File: src/rtl/program_loader_if.sv
// Byte-stream input and program-memory write bus for the program loader.
// The master side is the loader itself; the slave side is the UART/memory/CPU environment.
interface program_loader_if #(
  parameter int NB_DATA = 32,
  parameter int NB_BYTE = 8,
  parameter int NB_ADDR = 10
);
  logic               i_start;
  logic [NB_BYTE-1:0] i_byte;
  logic               i_byte_valid;
  logic               o_wr_en;
  logic [NB_ADDR-1:0] o_wr_addr;
  logic [NB_DATA-1:0] o_wr_data;
  logic               o_cpu_hold;
  logic               o_load_done;
  logic               o_load_error;
  logic [NB_ADDR:0]   o_word_count;

  modport master (
    input  i_start, i_byte, i_byte_valid,
    output o_wr_en, o_wr_addr, o_wr_data, o_cpu_hold, o_load_done, o_load_error, o_word_count
  );

  modport slave (
    output i_start, i_byte, i_byte_valid,
    input  o_wr_en, o_wr_addr, o_wr_data, o_cpu_hold, o_load_done, o_load_error, o_word_count
  );
endinterface

File: src/rtl/program_loader.sv
// Packs an MSB-first byte stream into instruction words and writes them to program
// memory from address 0 until the halt word is stored or memory runs out.
module program_loader #(
  parameter int                 NB_DATA   = 32,
  parameter int                 NB_BYTE   = 8,
  parameter int                 NB_ADDR   = 10,
  parameter int                 ROM_DEPTH = 1024,
  parameter logic [NB_DATA-1:0] HALT_WORD = 32'hFFFF_FFFF
) (
  input  logic              i_clock,
  input  logic              i_reset,
  program_loader_if.master  io_bus
);

  typedef enum logic [2:0] {
    ST_IDLE,
    ST_ASSEMBLE,
    ST_WRITE,
    ST_DONE,
    ST_ERROR
  } state_t;

  state_t             r_state, w_state_next;
  logic [1:0]         r_byte_cnt, w_byte_cnt_next;
  logic [NB_DATA-1:0] r_word, w_word_next;
  logic [NB_ADDR-1:0] r_addr, w_addr_next;
  logic [NB_ADDR:0]   r_word_count, w_word_count_next;
  logic               r_wr_en, w_wr_en_next;
  logic [NB_ADDR-1:0] r_wr_addr, w_wr_addr_next;
  logic [NB_DATA-1:0] r_wr_data, w_wr_data_next;
  logic               r_cpu_hold, w_cpu_hold_next;
  logic               r_load_done, w_load_done_next;
  logic               r_load_error, w_load_error_next;

  logic [NB_DATA-1:0] w_shifted;
  logic               w_last_addr;

  // Word with the incoming byte appended at the bottom; older bytes move up one lane.
  genvar gi;
  generate
    for (gi = 0; gi < NB_DATA / NB_BYTE; gi++) begin : g_lane
      if (gi == 0) begin : g_first
        assign w_shifted[NB_BYTE-1:0] = io_bus.i_byte;
      end else begin : g_rest
        assign w_shifted[gi*NB_BYTE +: NB_BYTE] = r_word[(gi-1)*NB_BYTE +: NB_BYTE];
      end
    end
  endgenerate

  assign w_last_addr = (r_addr == NB_ADDR'(ROM_DEPTH - 1));

  always_ff @(posedge i_clock) begin
    if (!i_reset) begin
      r_state      <= ST_IDLE;
      r_byte_cnt   <= '0;
      r_word       <= '0;
      r_addr       <= '0;
      r_word_count <= '0;
      r_wr_en      <= 1'b0;
      r_wr_addr    <= '0;
      r_wr_data    <= '0;
      r_cpu_hold   <= 1'b0;
      r_load_done  <= 1'b0;
      r_load_error <= 1'b0;
    end else begin
      r_state      <= w_state_next;
      r_byte_cnt   <= w_byte_cnt_next;
      r_word       <= w_word_next;
      r_addr       <= w_addr_next;
      r_word_count <= w_word_count_next;
      r_wr_en      <= w_wr_en_next;
      r_wr_addr    <= w_wr_addr_next;
      r_wr_data    <= w_wr_data_next;
      r_cpu_hold   <= w_cpu_hold_next;
      r_load_done  <= w_load_done_next;
      r_load_error <= w_load_error_next;
    end
  end

  always_comb begin
    w_state_next      = r_state;
    w_byte_cnt_next   = r_byte_cnt;
    w_word_next       = r_word;
    w_addr_next       = r_addr;
    w_word_count_next = r_word_count;
    w_wr_addr_next    = r_wr_addr;
    w_wr_data_next    = r_wr_data;
    w_cpu_hold_next   = r_cpu_hold;
    w_load_done_next  = r_load_done;
    w_load_error_next = r_load_error;

    case (r_state)
      ST_IDLE, ST_DONE, ST_ERROR: begin
        if (io_bus.i_start) begin
          w_state_next      = ST_ASSEMBLE;
          w_addr_next       = '0;
          w_byte_cnt_next   = '0;
          w_word_count_next = '0;
          w_cpu_hold_next   = 1'b1;
          w_load_done_next  = 1'b0;
          w_load_error_next = 1'b0;
        end
      end

      ST_ASSEMBLE: begin
        if (io_bus.i_byte_valid) begin
          w_word_next     = w_shifted;
          w_byte_cnt_next = r_byte_cnt + 2'd1;
          if (r_byte_cnt == 2'd3) begin
            // Write outputs are loaded here so they are valid during the WRITE cycle.
            w_state_next      = ST_WRITE;
            w_wr_addr_next    = r_addr;
            w_wr_data_next    = w_shifted;
            w_word_count_next = r_word_count + 1'b1;
          end
        end
      end

      ST_WRITE: begin
        if (r_word == HALT_WORD) begin
          w_state_next     = ST_DONE;
          w_load_done_next = 1'b1;
          w_cpu_hold_next  = 1'b0;
        end else if (w_last_addr) begin
          w_state_next      = ST_ERROR;
          w_load_error_next = 1'b1;
        end else begin
          w_state_next = ST_ASSEMBLE;
          w_addr_next  = r_addr + 1'b1;
          // A byte arriving back-to-back with the write opens the next word.
          if (io_bus.i_byte_valid) begin
            w_word_next     = w_shifted;
            w_byte_cnt_next = 2'd1;
          end
        end
      end

      default: begin
        w_state_next = ST_IDLE;
      end
    endcase

    w_wr_en_next = (w_state_next == ST_WRITE);
  end

  assign io_bus.o_wr_en      = r_wr_en;
  assign io_bus.o_wr_addr    = r_wr_addr;
  assign io_bus.o_wr_data    = r_wr_data;
  assign io_bus.o_cpu_hold   = r_cpu_hold;
  assign io_bus.o_load_done  = r_load_done;
  assign io_bus.o_load_error = r_load_error;
  assign io_bus.o_word_count = r_word_count;

endmodule
File: src/flat_wrapper.sv
// flat-port wrapper written by rule: the top's interface ports become plain ports
module program_loader_flat 
#(
  parameter int                 NB_DATA   = 32,
  parameter int                 NB_BYTE   = 8,
  parameter int                 NB_ADDR   = 10,
  parameter int                 ROM_DEPTH = 1024,
  parameter logic [NB_DATA-1:0] HALT_WORD = 32'hFFFF_FFFF
)
  (i_clock, i_reset, io_bus_i_start, io_bus_i_byte, io_bus_i_byte_valid, io_bus_o_wr_en, io_bus_o_wr_addr, io_bus_o_wr_data, io_bus_o_cpu_hold, io_bus_o_load_done, io_bus_o_load_error, io_bus_o_word_count);
  program_loader_if #(.NB_DATA(NB_DATA), .NB_BYTE(NB_BYTE), .NB_ADDR(NB_ADDR)) io_bus_i ();
  input  logic i_clock;
  input  logic i_reset;
  input wire logic [$bits(io_bus_i.i_start)-1:0] io_bus_i_start;
  input wire logic [$bits(io_bus_i.i_byte)-1:0] io_bus_i_byte;
  input wire logic [$bits(io_bus_i.i_byte_valid)-1:0] io_bus_i_byte_valid;
  output wire logic [$bits(io_bus_i.o_wr_en)-1:0] io_bus_o_wr_en;
  output wire logic [$bits(io_bus_i.o_wr_addr)-1:0] io_bus_o_wr_addr;
  output wire logic [$bits(io_bus_i.o_wr_data)-1:0] io_bus_o_wr_data;
  output wire logic [$bits(io_bus_i.o_cpu_hold)-1:0] io_bus_o_cpu_hold;
  output wire logic [$bits(io_bus_i.o_load_done)-1:0] io_bus_o_load_done;
  output wire logic [$bits(io_bus_i.o_load_error)-1:0] io_bus_o_load_error;
  output wire logic [$bits(io_bus_i.o_word_count)-1:0] io_bus_o_word_count;
  assign io_bus_i.i_start = io_bus_i_start;
  assign io_bus_i.i_byte = io_bus_i_byte;
  assign io_bus_i.i_byte_valid = io_bus_i_byte_valid;
  assign io_bus_o_wr_en = io_bus_i.o_wr_en;
  assign io_bus_o_wr_addr = io_bus_i.o_wr_addr;
  assign io_bus_o_wr_data = io_bus_i.o_wr_data;
  assign io_bus_o_cpu_hold = io_bus_i.o_cpu_hold;
  assign io_bus_o_load_done = io_bus_i.o_load_done;
  assign io_bus_o_load_error = io_bus_i.o_load_error;
  assign io_bus_o_word_count = io_bus_i.o_word_count;
  program_loader #(.NB_DATA(NB_DATA), .NB_BYTE(NB_BYTE), .NB_ADDR(NB_ADDR), .ROM_DEPTH(ROM_DEPTH), .HALT_WORD(HALT_WORD)) u_core (.i_clock(i_clock), .i_reset(i_reset), .io_bus(io_bus_i));
endmodule
File: config.mk
export PLATFORM = sky130hd
export DESIGN_NAME = program_loader_flat
export DESIGN_NICKNAME = d
export VERILOG_FILES = /design/src/rtl/program_loader_if.sv /design/src/rtl/program_loader.sv /design/src/flat_wrapper.sv
export SDC_FILE = /design/constraint.sdc
export NUM_CORES = 1
export LEC_CHECK = 0
export BUFFER_PORTS_ARGS = -buffer_cell sky130_fd_sc_hd__buf_2
export CORE_AREA = 2 2 95 97
export CTS_CLUSTER_SIZE = 40
export DETAILED_ROUTE_END_ITERATION = 8
export DIE_AREA = 0 0 97 99
export HOLD_SLACK_MARGIN = 0.1
export PLACE_DENSITY = 0.81
export SYNTH_ARGS = -nofsm -noshare
export SYNTH_HDL_FRONTEND = slang
export SYNTH_SLANG_ARGS = --single-unit
File: constraint.sdc
create_clock -name i_clock -period 1.75 [get_ports i_clock]
set_input_delay 0.175 -clock i_clock [delete_from_list [all_inputs] [get_ports i_clock]]
set_output_delay 0.175 -clock i_clock [all_outputs]
set_load 0.05 [all_outputs]
# Yosys cells after proc, flatten, opt, wreduce, memory -nomap -nowiden
# Cells that the tools add are included.
dict set report word_totals {
  reg_bits 104
  latch_bits 0
  ram_bits 0
  mem_bits_ro 0
  input_bits 12
  output_inout_bits 57
  wordCells 76
  mem_count 0
}
dict set report op_classes {
  n_addsub 3
  mul 0
  div_mod_pow 0
  order_cmp 0
  eq_ne 16
  shifts 0
  mux 33
  bitwise_logic 0
  n_reduce_logical 13
}
# cell n
set op_table {}
lappend op_table {{$mux 32} 3}
lappend op_table {{$pmux 32 s2} 1}
lappend op_table {{$mux 11} 3}
lappend op_table {{$eq 32x32->1 const B} 1}
lappend op_table {{$mux 10} 3}
lappend op_table {{$pmux 11 s2} 1}
lappend op_table {{$pmux 10 s2} 1}
lappend op_table {{$mux 3} 5}
lappend op_table {{$reduce_and 4->1} 3}
lappend op_table {{$add 11x1->11 const B} 1}
lappend op_table {{$add 10x1->10 const B} 1}
lappend op_table {{$eq 10x10->1 const B} 1}
lappend op_table {{$mux 2} 5}
lappend op_table {{$ne 2x2->1 const B} 5}
lappend op_table {{$eq 3x2->1 const B} 3}
lappend op_table {{$pmux 3 s3} 1}
lappend op_table {{$reduce_and 3->1} 3}
lappend op_table {{$mux 1} 6}
lappend op_table {{$ne 2x1->1 const B} 3}
lappend op_table {{$pmux 1 s2} 3}
lappend op_table {{$pmux 2 s3} 1}
lappend op_table {{$reduce_and 6->1} 1}
lappend op_table {{$reduce_bool 2->1} 3}
lappend op_table {{$eq 3x1->1 const B} 1}
lappend op_table {{other kinds (6)} 6}

# Depth between registers and ports, before layout
# Gate-level depths: netlist of run 1.
dict set report depth {
  word_depth 5
  ltp_mapped 8
}

# Least setup slack after synthesis of run 1
# OpenSTA, ideal clock, no wires.
dict set report synth_path {
  kind {reg2reg}
  from {register u_core.r_addr[0]}
  to {register u_core.r_byte_cnt[0]}
  setup_time_ns 0.119
  arrival_time_ns 1.668
  required_ns 1.631
  path_slack_ns -0.036
  path_stages_with_launch 7
  n_path_buf 0
  synth_period_minus_slack_ns 1.786
  path_cell_list {dfxtp_1 ha_1 nand2_1 o31ai_1 a21boi_2 o21a_1 o221a_1}
}
dict set report synth_via {
  elab_chain_len 3
}
# element line
set synth_lines {}
lappend synth_lines {{from (decl)} program_loader.sv:26} ;# logic [NB_ADDR-1:0] r_addr, w_addr_next;
lappend synth_lines {{from (signal assigned)} program_loader.sv:69} ;# r_addr <= w_addr_next;
lappend synth_lines {{$eq 10x10->1} program_loader.sv:50} ;# assign w_last_addr = (r_addr == NB_ADDR'(ROM_DEPTH - 1));
lappend synth_lines {{$ne 2x2->1 (no source line)} --}
lappend synth_lines {{$reduce_and 6->1 (no source line)} --}
lappend synth_lines {{to (signal assigned)} program_loader.sv:67} ;# r_byte_cnt <= w_byte_cnt_next;
lappend synth_lines {{to (decl)} program_loader.sv:24} ;# logic [1:0] r_byte_cnt, w_byte_cnt_next;
# No other way between the ends.
# A chain may end at the register's enable or synchronous reset.

# Worst setup path after layout of run 1
dict set report layout_path {
  from {register u_core.r_word[7]}
  to {register u_core.r_word[6]}
}
dict set report layout_via {
  elab_chain_len 3
}
# element line
set layout_lines {}
lappend layout_lines {{from (decl)} program_loader.sv:25} ;# logic [NB_DATA-1:0] r_word, w_word_next;
lappend layout_lines {{from (signal assigned)} program_loader.sv:68} ;# r_word <= w_word_next;
lappend layout_lines {{$eq 32x32->1} program_loader.sv:120} ;# if (r_word == HALT_WORD) begin
lappend layout_lines {{$ne 2x2->1 (no source line)} --}
lappend layout_lines {{$reduce_and 3->1 (no source line)} --}
# No other way between the ends.

==> flow_summary.ini, run 1 <==
[status]
status = complete, but fails checks
violations = setup timing

[yosys]
muxShareOfSynthArea = 0.0856
synth_cell_type_count = 48
yosys.area.top_type = dfxtp_1
synth.cell_area_um2 = 4210
ys_ff_latch = 104
syn_inst = 479
syn_nets = 494
synth_ff_type = dfxtp_1
synth.top_cell.area_share = 0.495
synth_top_family_by_area = simple AND/OR/NAND/NOR gates
ys_seq_area_frac = 0.495
synth-async-reset-ratio = 0
synthTopCellsByArea = dfxtp_1 (49%), nand2_1 (13%), mux2i_1 (8.6%)
synth_compound_area_frac = 0.128
synthSimpleGateAreaFrac = 0.221
synth-adder-area-share = 0.00892
syn_avg_cell_area_um2 = 8.78
synth_edf_count = 0
yosysWarnings = 0
synth_xor_xnor_area_share = 0.0208

[floorplanning]
coreArea_um2 = 8550
rows = 34
die-area_um2 = 9600
ios = 69
die_w_um = 97
start_util = 0.492
fp.dieH_um = 99

[final_layout]
final_util = 0.614
fill_cells = 710
mostFrequentLayoutCells = nand2_1 (141), dfxtp_1 (95), buf_2 (68)
finalNonFillerCells = 688
final_common_cell = nand2_1
antenna_cells = 0
ff_latch_area_um2 = 2100
design_area_um2 = 5250
multi_input_area_um2 = 2000
syn_to_final_growth_pct = 24.7
fin_nets = 590
drive_above_1_share = 0.250

[placed_design]
finalWeightedCongestion = 0.851
place_ws_ps = -56.4
dp.cells = 658
port_buffers = 68
place.detailed.hpwl_um = 7120
place_area_um2 = 4820

[pwr]
powerDensity_nw_per_um2 = 827
leakagePower_uw = 0.00227
p_total_uw = 4340
ir_worst_vdd_mv = 0.420

[cts]
cts-root-buf = clkbuf_8
insertion_delay_ps = 360
cts_buffers = 9
cts_buffer_depth = 2
cts_max_level = 3
cts_tree = done
clk_pin_slew_ps = 100
clkSinkCount = 104

[detailed_routing]
drt-initial-drc-count = 220
firstDrtPassIters = 5
vias = 3744
wirelength_um = 10200
final_antenna_net_count = 0
drc = 0
wl_per_cell_um = 14.9
routed_via_density = 5.44

[setup_path]
cp-endpoint = u_core.r_word[6]
setup.worst_path.end_class = register
startpoint = u_core.r_word[7]
crit_slowest_cell = nor4_4
cp-start-kind = register
arrival_ps = 2080
worstReg2RegStart = u_core.r_word[7]
max_stage_delay_ps = 440
worstPathMaxFanout = 5
crit_buf_inv = 1
worst-path-stages = 6
critPathKind = reg -> reg
r2r_cells = 6
r2r-end = u_core.r_word[6]
r2r_slack_ps = -60
path_delay_family = simple AND/OR/NAND/NOR gates
required_ps = 2020
crit_chain = nand4_1, nor4_4, nand3_2, nand2_4, buf_4, mux2i_1

[global_routing]
use_met1 = 0.264
grt_start_max_net_pins = 46
grt_pass1_vias = 3515
groute.layer.met3.usage = 0.0440
gr-total-overflow = 0
grt_util_met2 = 0.355
grt.busiest_layer = met2
grtUsageTotal = 0.208
antenna_found_initial = 0
grt_first_pass_wirelength_um = 16500

[sta]
skew_ps = 13.5
rsz0062_at_grt = yes
period_share = 1.03
setup_ws_ps = -58.1
post-route-min-period_ps = 1810
fmax_mhz = 553
hold_violations = 0
finalSetupViolCount = 14
worst_pin_slew_ps = 439
slew_violations = 0
maxSlewHeadroom = 0.705

[min_path]
hold_path_class = in -> reg
hold-path-cell-count = 4

[run]
drv_cap = 0
==> synth_stat cells (2+ instances only) <==
cell type / count
o31ai_1: 4
mux2i_1: 36
dfxtp_1: 104
nor3_1: 2
o2111ai_1: 8
a21oi_1: 56
ha_1: 3
inv_1: 4
xor2_1: 10
o21ai_0: 3
and3_1: 2
buf_2: 9
or4_1: 4
buf_6: 5
nor2_1: 17
nand4_1: 9
nor4_2: 2
clkbuf_1: 15
nand3_1: 12
a31oi_1: 2
nand2_1: 141
nand2b_1: 2
nor4_1: 2
or2_0: 2
o21a_1: 2
==> repair_timing <==
| action | 4_1_cts | 5_1_grt |
|---|---|---|
| pin swaps | 1 | 6 |
| endpoints found under the hold margin | 14 | 0 |
| cloned | 0 | 1 |
| resized for setup | 2 | 15 |
| hold buffers | 8 | 0 |
| setup buffers | 2 | 3 |
| setup endpoints to repair | 31 | 40 |
==> worst register-to-register path, stage by stage, from the launching register on <==
cell     delay (ps)
dfxtp_2         360
nand4_1         180
nor4_4          440
nand3_2         180
nand2_4         180
buf_4           160
mux2i_1         230
==> through the flow <==
step | TNS (ps) | hold WS (ps)
after floorplan | 0 | 311
after global placement | 0 | 429
after detailed placement | -468 | 437
after CTS | -15.0 | 192
after global routing | -2810 | 216
final | -305 | 216
==> power by group <==
part	internal (µW)	switching (µW)	total, µW
clock network	857	827	1680
logic	106	149	255
registers	2380	17.7	2400
total	3350	994	4340
==> how the worst min path moves through the flow <==
stage / startpoint / to / slack [ps]
2_1_floorplan: io_bus_i_byte[0] / u_core.io_bus.o_wr_data[0] / 310
3_3_place_gp: io_bus_i_byte[4] / u_core.io_bus.o_wr_data[4] / 430
3_5_place_dp: io_bus_i_byte[4] / u_core.io_bus.o_wr_data[4] / 440
4_1_cts: io_bus_i_start / u_core.r_state[2] / 190
5_1_grt: io_bus_i_start / u_core.r_state[2] / 220
6_report: io_bus_i_start / u_core.r_state[2] / 220
==> state kept, by name, indices dropped and copies added, names as in the netlist <==
signal and cells:
u_core.r_word 32, u_core.io_bus.o_wr_addr 10, u_core.r_addr 10, u_core.io_bus.o_wr_data 32, u_core.r_state 3, u_core.io_bus.o_cpu_hold 1, u_core.io_bus.o_load_error 1, u_core.io_bus.o_wr_en 1
u_core.r_byte_cnt 2, u_core.io_bus.o_word_count 11, u_core.io_bus.o_load_done 1
==> cell families (layout without fill, tap and decap cells) <==
family | after synthesis | count (layout)
AOI/OAI and AO/OA | 88 | 88
and+or+nand+nor | 205 | 205
buffers and inverters | 33 | 134
xor gates and xnor gates | 10 | 10
adders and majority gates | 3 | 3
muxes | 36 | 36
DFF | 104 | 104
==> final cells by class <==
cell class | instances | area share
clock buffers | 11 | 0.0269
inverters | 4 | 0.00286
repair buffers | 114 | 0.148
clock inverters | 5 | 0.0162
well taps | 108 | 0.0258
multi-input cells | 342 | 0.381
flip-flops and latches | 104 | 0.399
==> layer usage <==
layer	routed length, µm	share of wire
met5	0	0
met4	136	0.013
met3	560	0.055
met2	4970	0.49
met1	4560	0.45
No activity file was read; power rests on OpenSTA's default activity.
==> inputs of run 2 (changes only) <==
--- a/config.mk
+++ b/config.mk
@@ -5,11 +5,13 @@
 export SDC_FILE = /design/constraint.sdc
 export NUM_CORES = 1
 export LEC_CHECK = 0
+export ABC_AREA = 1
 export BUFFER_PORTS_ARGS = -buffer_cell sky130_fd_sc_hd__buf_2
-export CORE_AREA = 2 2 95 97
+export CORE_AREA = 2 2 99 101
 export CTS_CLUSTER_SIZE = 40
 export DETAILED_ROUTE_END_ITERATION = 8
-export DIE_AREA = 0 0 97 99
+export DIE_AREA = 0 0 101 103
+export GPL_ROUTABILITY_DRIVEN = 0
 export HOLD_SLACK_MARGIN = 0.1
 export PLACE_DENSITY = 0.81
 export SYNTH_ARGS = -nofsm -noshare
==> run 2 against run 1 <==
The flow now finishes without violations. Critical endpoint is now u_core.r_addr[8]. Combinational power increased by 45%. Sequential power about the same. Non-clock buffer count decreased by 12. Maximum frequency increased by 9.0%. Highest routed layer unchanged. Largest cell class is now multi-input combinational cells. Count of clock-buffer cells in the layout decreased by 1. Global-route usage increased by 1.4 points.
==> flow_summary.ini, run 2 <==
[status]
status = complete, no violations

[cts]
cts_tree = done
cts-root-buf = clkbuf_8
cts_buffer_depth = 2
insertion_delay_ps = 370
cts_max_level = 3
clk_pin_slew_ps = 90
cts_buffers = 9
clkSinkCount = 104

[setup_path]
cp-start-kind = register
worstPathMaxFanout = 10
r2r_slack_ps = 90
path_delay_family = simple AND/OR/NAND/NOR gates
critPathKind = reg -> reg
crit_buf_inv = 1
setup.worst_path.end_class = register
crit_chain = inv_1, o21ai_2, nand2_2, nand2_4, nand3_2, nand2_1, a21oi_1
arrival_ps = 1920
required_ps = 2010
max_stage_delay_ps = 530
crit_slowest_cell = dfxtp_1

[yosys]
ys_ff_latch = 104
synth-adder-area-share = 0.00805
synth_xor_xnor_area_share = 0.00563
synth_compound_area_frac = 0.131
synth_ff_type = dfxtp_1
yosysWarnings = 0
synth_common_cells = nand2_1 (142), nor2_1 (123), dfxtp_1 (104)
synth_most_common_cell = nand2_1
syn_nets = 662
syn_avg_cell_area_um2 = 7.21
muxShareOfSynthArea = 0
syn_inst = 647
synth_top_family_by_area = simple AND/OR/NAND/NOR gates
ys_seq_area_frac = 0.446
synthSimpleGateAreaFrac = 0.338
synth.top_cell.area_share = 0.446
yosys.area.top_type = dfxtp_1
synth-async-reset-ratio = 0
synth_edf_count = 0
synth_cell_type_count = 33
synth.cell_area_um2 = 4660
synthTopCellsByArea = dfxtp_1 (45%), nand2_1 (11%), nor2_1 (9.9%)

[floorplanning]
die_w_um = 101
start_util = 0.493
coreArea_um2 = 9460
ios = 69
fp.dieH_um = 103
die-area_um2 = 10400
rows = 36

[detailed_routing]
vias = 4679
final_antenna_net_count = 0
drt-initial-drc-count = 355
firstDrtPassIters = 5
routed_via_density = 5.52
wirelength_um = 11600
wl_per_cell_um = 13.7
drc = 0

[sta]
hold_violations = 0
rsz0062_at_grt = yes
maxSlewHeadroom = 0.712
finalSetupViolCount = 0
worst_pin_slew_ps = 431
fmax_mhz = 603
slew_violations = 0
post-route-min-period_ps = 1660
skew_ps = 10.9
period_share = 0.948

[final_layout]
drive_above_1_share = 0.203
syn_to_final_growth_pct = 19.2
mostFrequentLayoutCells = nand2_1 (141), nor2_1 (118), dfxtp_1 (97)
antenna_cells = 0
design_area_um2 = 5560
fin_nets = 745
finalNonFillerCells = 848
final_common_cell = nand2_1
final_util = 0.588

[min_path]
hold_path_class = in -> reg

[run]
drv_cap = 0

[global_routing]
grtUsageTotal = 0.222
grt_pass1_vias = 4097
grt_start_max_net_pins = 55
antenna_found_initial = 0
gr-total-overflow = 0
grt_first_pass_wirelength_um = 18800

[placed_design]
dp.cells = 821
port_buffers = 68
place.detailed.hpwl_um = 7650
place_area_um2 = 5160

[pwr]
leakagePower_uw = 0.00234
p_total_uw = 4540
powerDensity_nw_per_um2 = 817
ir_worst_vdd_mv = 0.404
run 2: cell count changes after synthesis, moves of 5 or more:
cell       delta
inv_2         +5
nand4_1      +33
a21oi_1       +8
mux2i_1      -36
nand3_1       +6
inv_1        +27
o2111ai_1     -8
o21ai_0      +47
xor2_1        -7
nor2_1      +106
run 2: layer usage:
layer	vias to the layer above	wire [µm]	GRT usage
li1	2316	-	-
met1	2154	4960	0.289
met2	190	5690	0.377
met3	19	732	0.0271
met4	0	231	0.0915
met5	-	0	0
run 2: where the power goes:
| group | internal (µW) | switching [µW] |
|---|---|---|
| clock network | 946 | 805 |
| registers | 2400 | 24.8 |
| logic | 110 | 259 |
| total | 3450 | 1090 |
run 2: layout make-up:
cell class	instances	area, µm²
clock buffer	10	128
clock inverter	5	104
fill	829	3900
inverter	37	139
multi-input combinational	476	2320
sequential	104	2090
tap	114	143
timing repair buffer	102	636
run 2: worst paths after layout:
path                              startpoint  cells after the start                    endpoint
setup / recovery           u_core.r_state[1]                      7            u_core.r_addr[8]
hold / removal                io_bus_i_start                      4           u_core.r_state[2]
setup reg to reg           u_core.r_state[1]                      7            u_core.r_addr[8]
hold reg to reg   u_core.io_bus.o_load_error                      2  u_core.io_bus.o_load_error
run 2: repair_timing:
action / 4_1_cts / 5_1_grt
gates cloned: 0 / 3
endpoints found under the hold margin: 16 / 0
pin swaps: 1 / 3
gates resized for setup: 2 / 17
setup buffers: 0 / 1
hold buffers: 8 / 0
setup endpoints to repair: 9 / 55
run 2: cell families (layout without fill, tap and decap cells):
family | after synthesis | after routing
AO/OA/AOI/OAI | 120 | 120
XOR/XNOR | 3 | 3
adder cells (fa/ha/maj) | 3 | 3
buffers and inverters | 70 | 154
flip-flops | 104 | 104
AND/OR/NAND/NOR | 347 | 350
run 2: worst register-to-register path: stages, from the launching register on:
cell     delay (ps)
dfxtp_1         530
inv_1           130
o21ai_2         240
nand2_2         170
nand2_4         170
nand3_2         150
nand2_1         110
a21oi_1          60
run 2: through the flow:
stage | setup TNS, ps | setup WS, ps | hold slack (ps)
2_1_floorplan | 0 | 148 | 310
3_3_place_gp | 0 | 97.1 | 425
3_5_place_dp | -21.2 | -21.2 | 431
4_1_cts | 0 | 6.93 | 186
5_1_grt | -51.1 | -22.9 | 223
6_report | 0 | 91.1 | 197
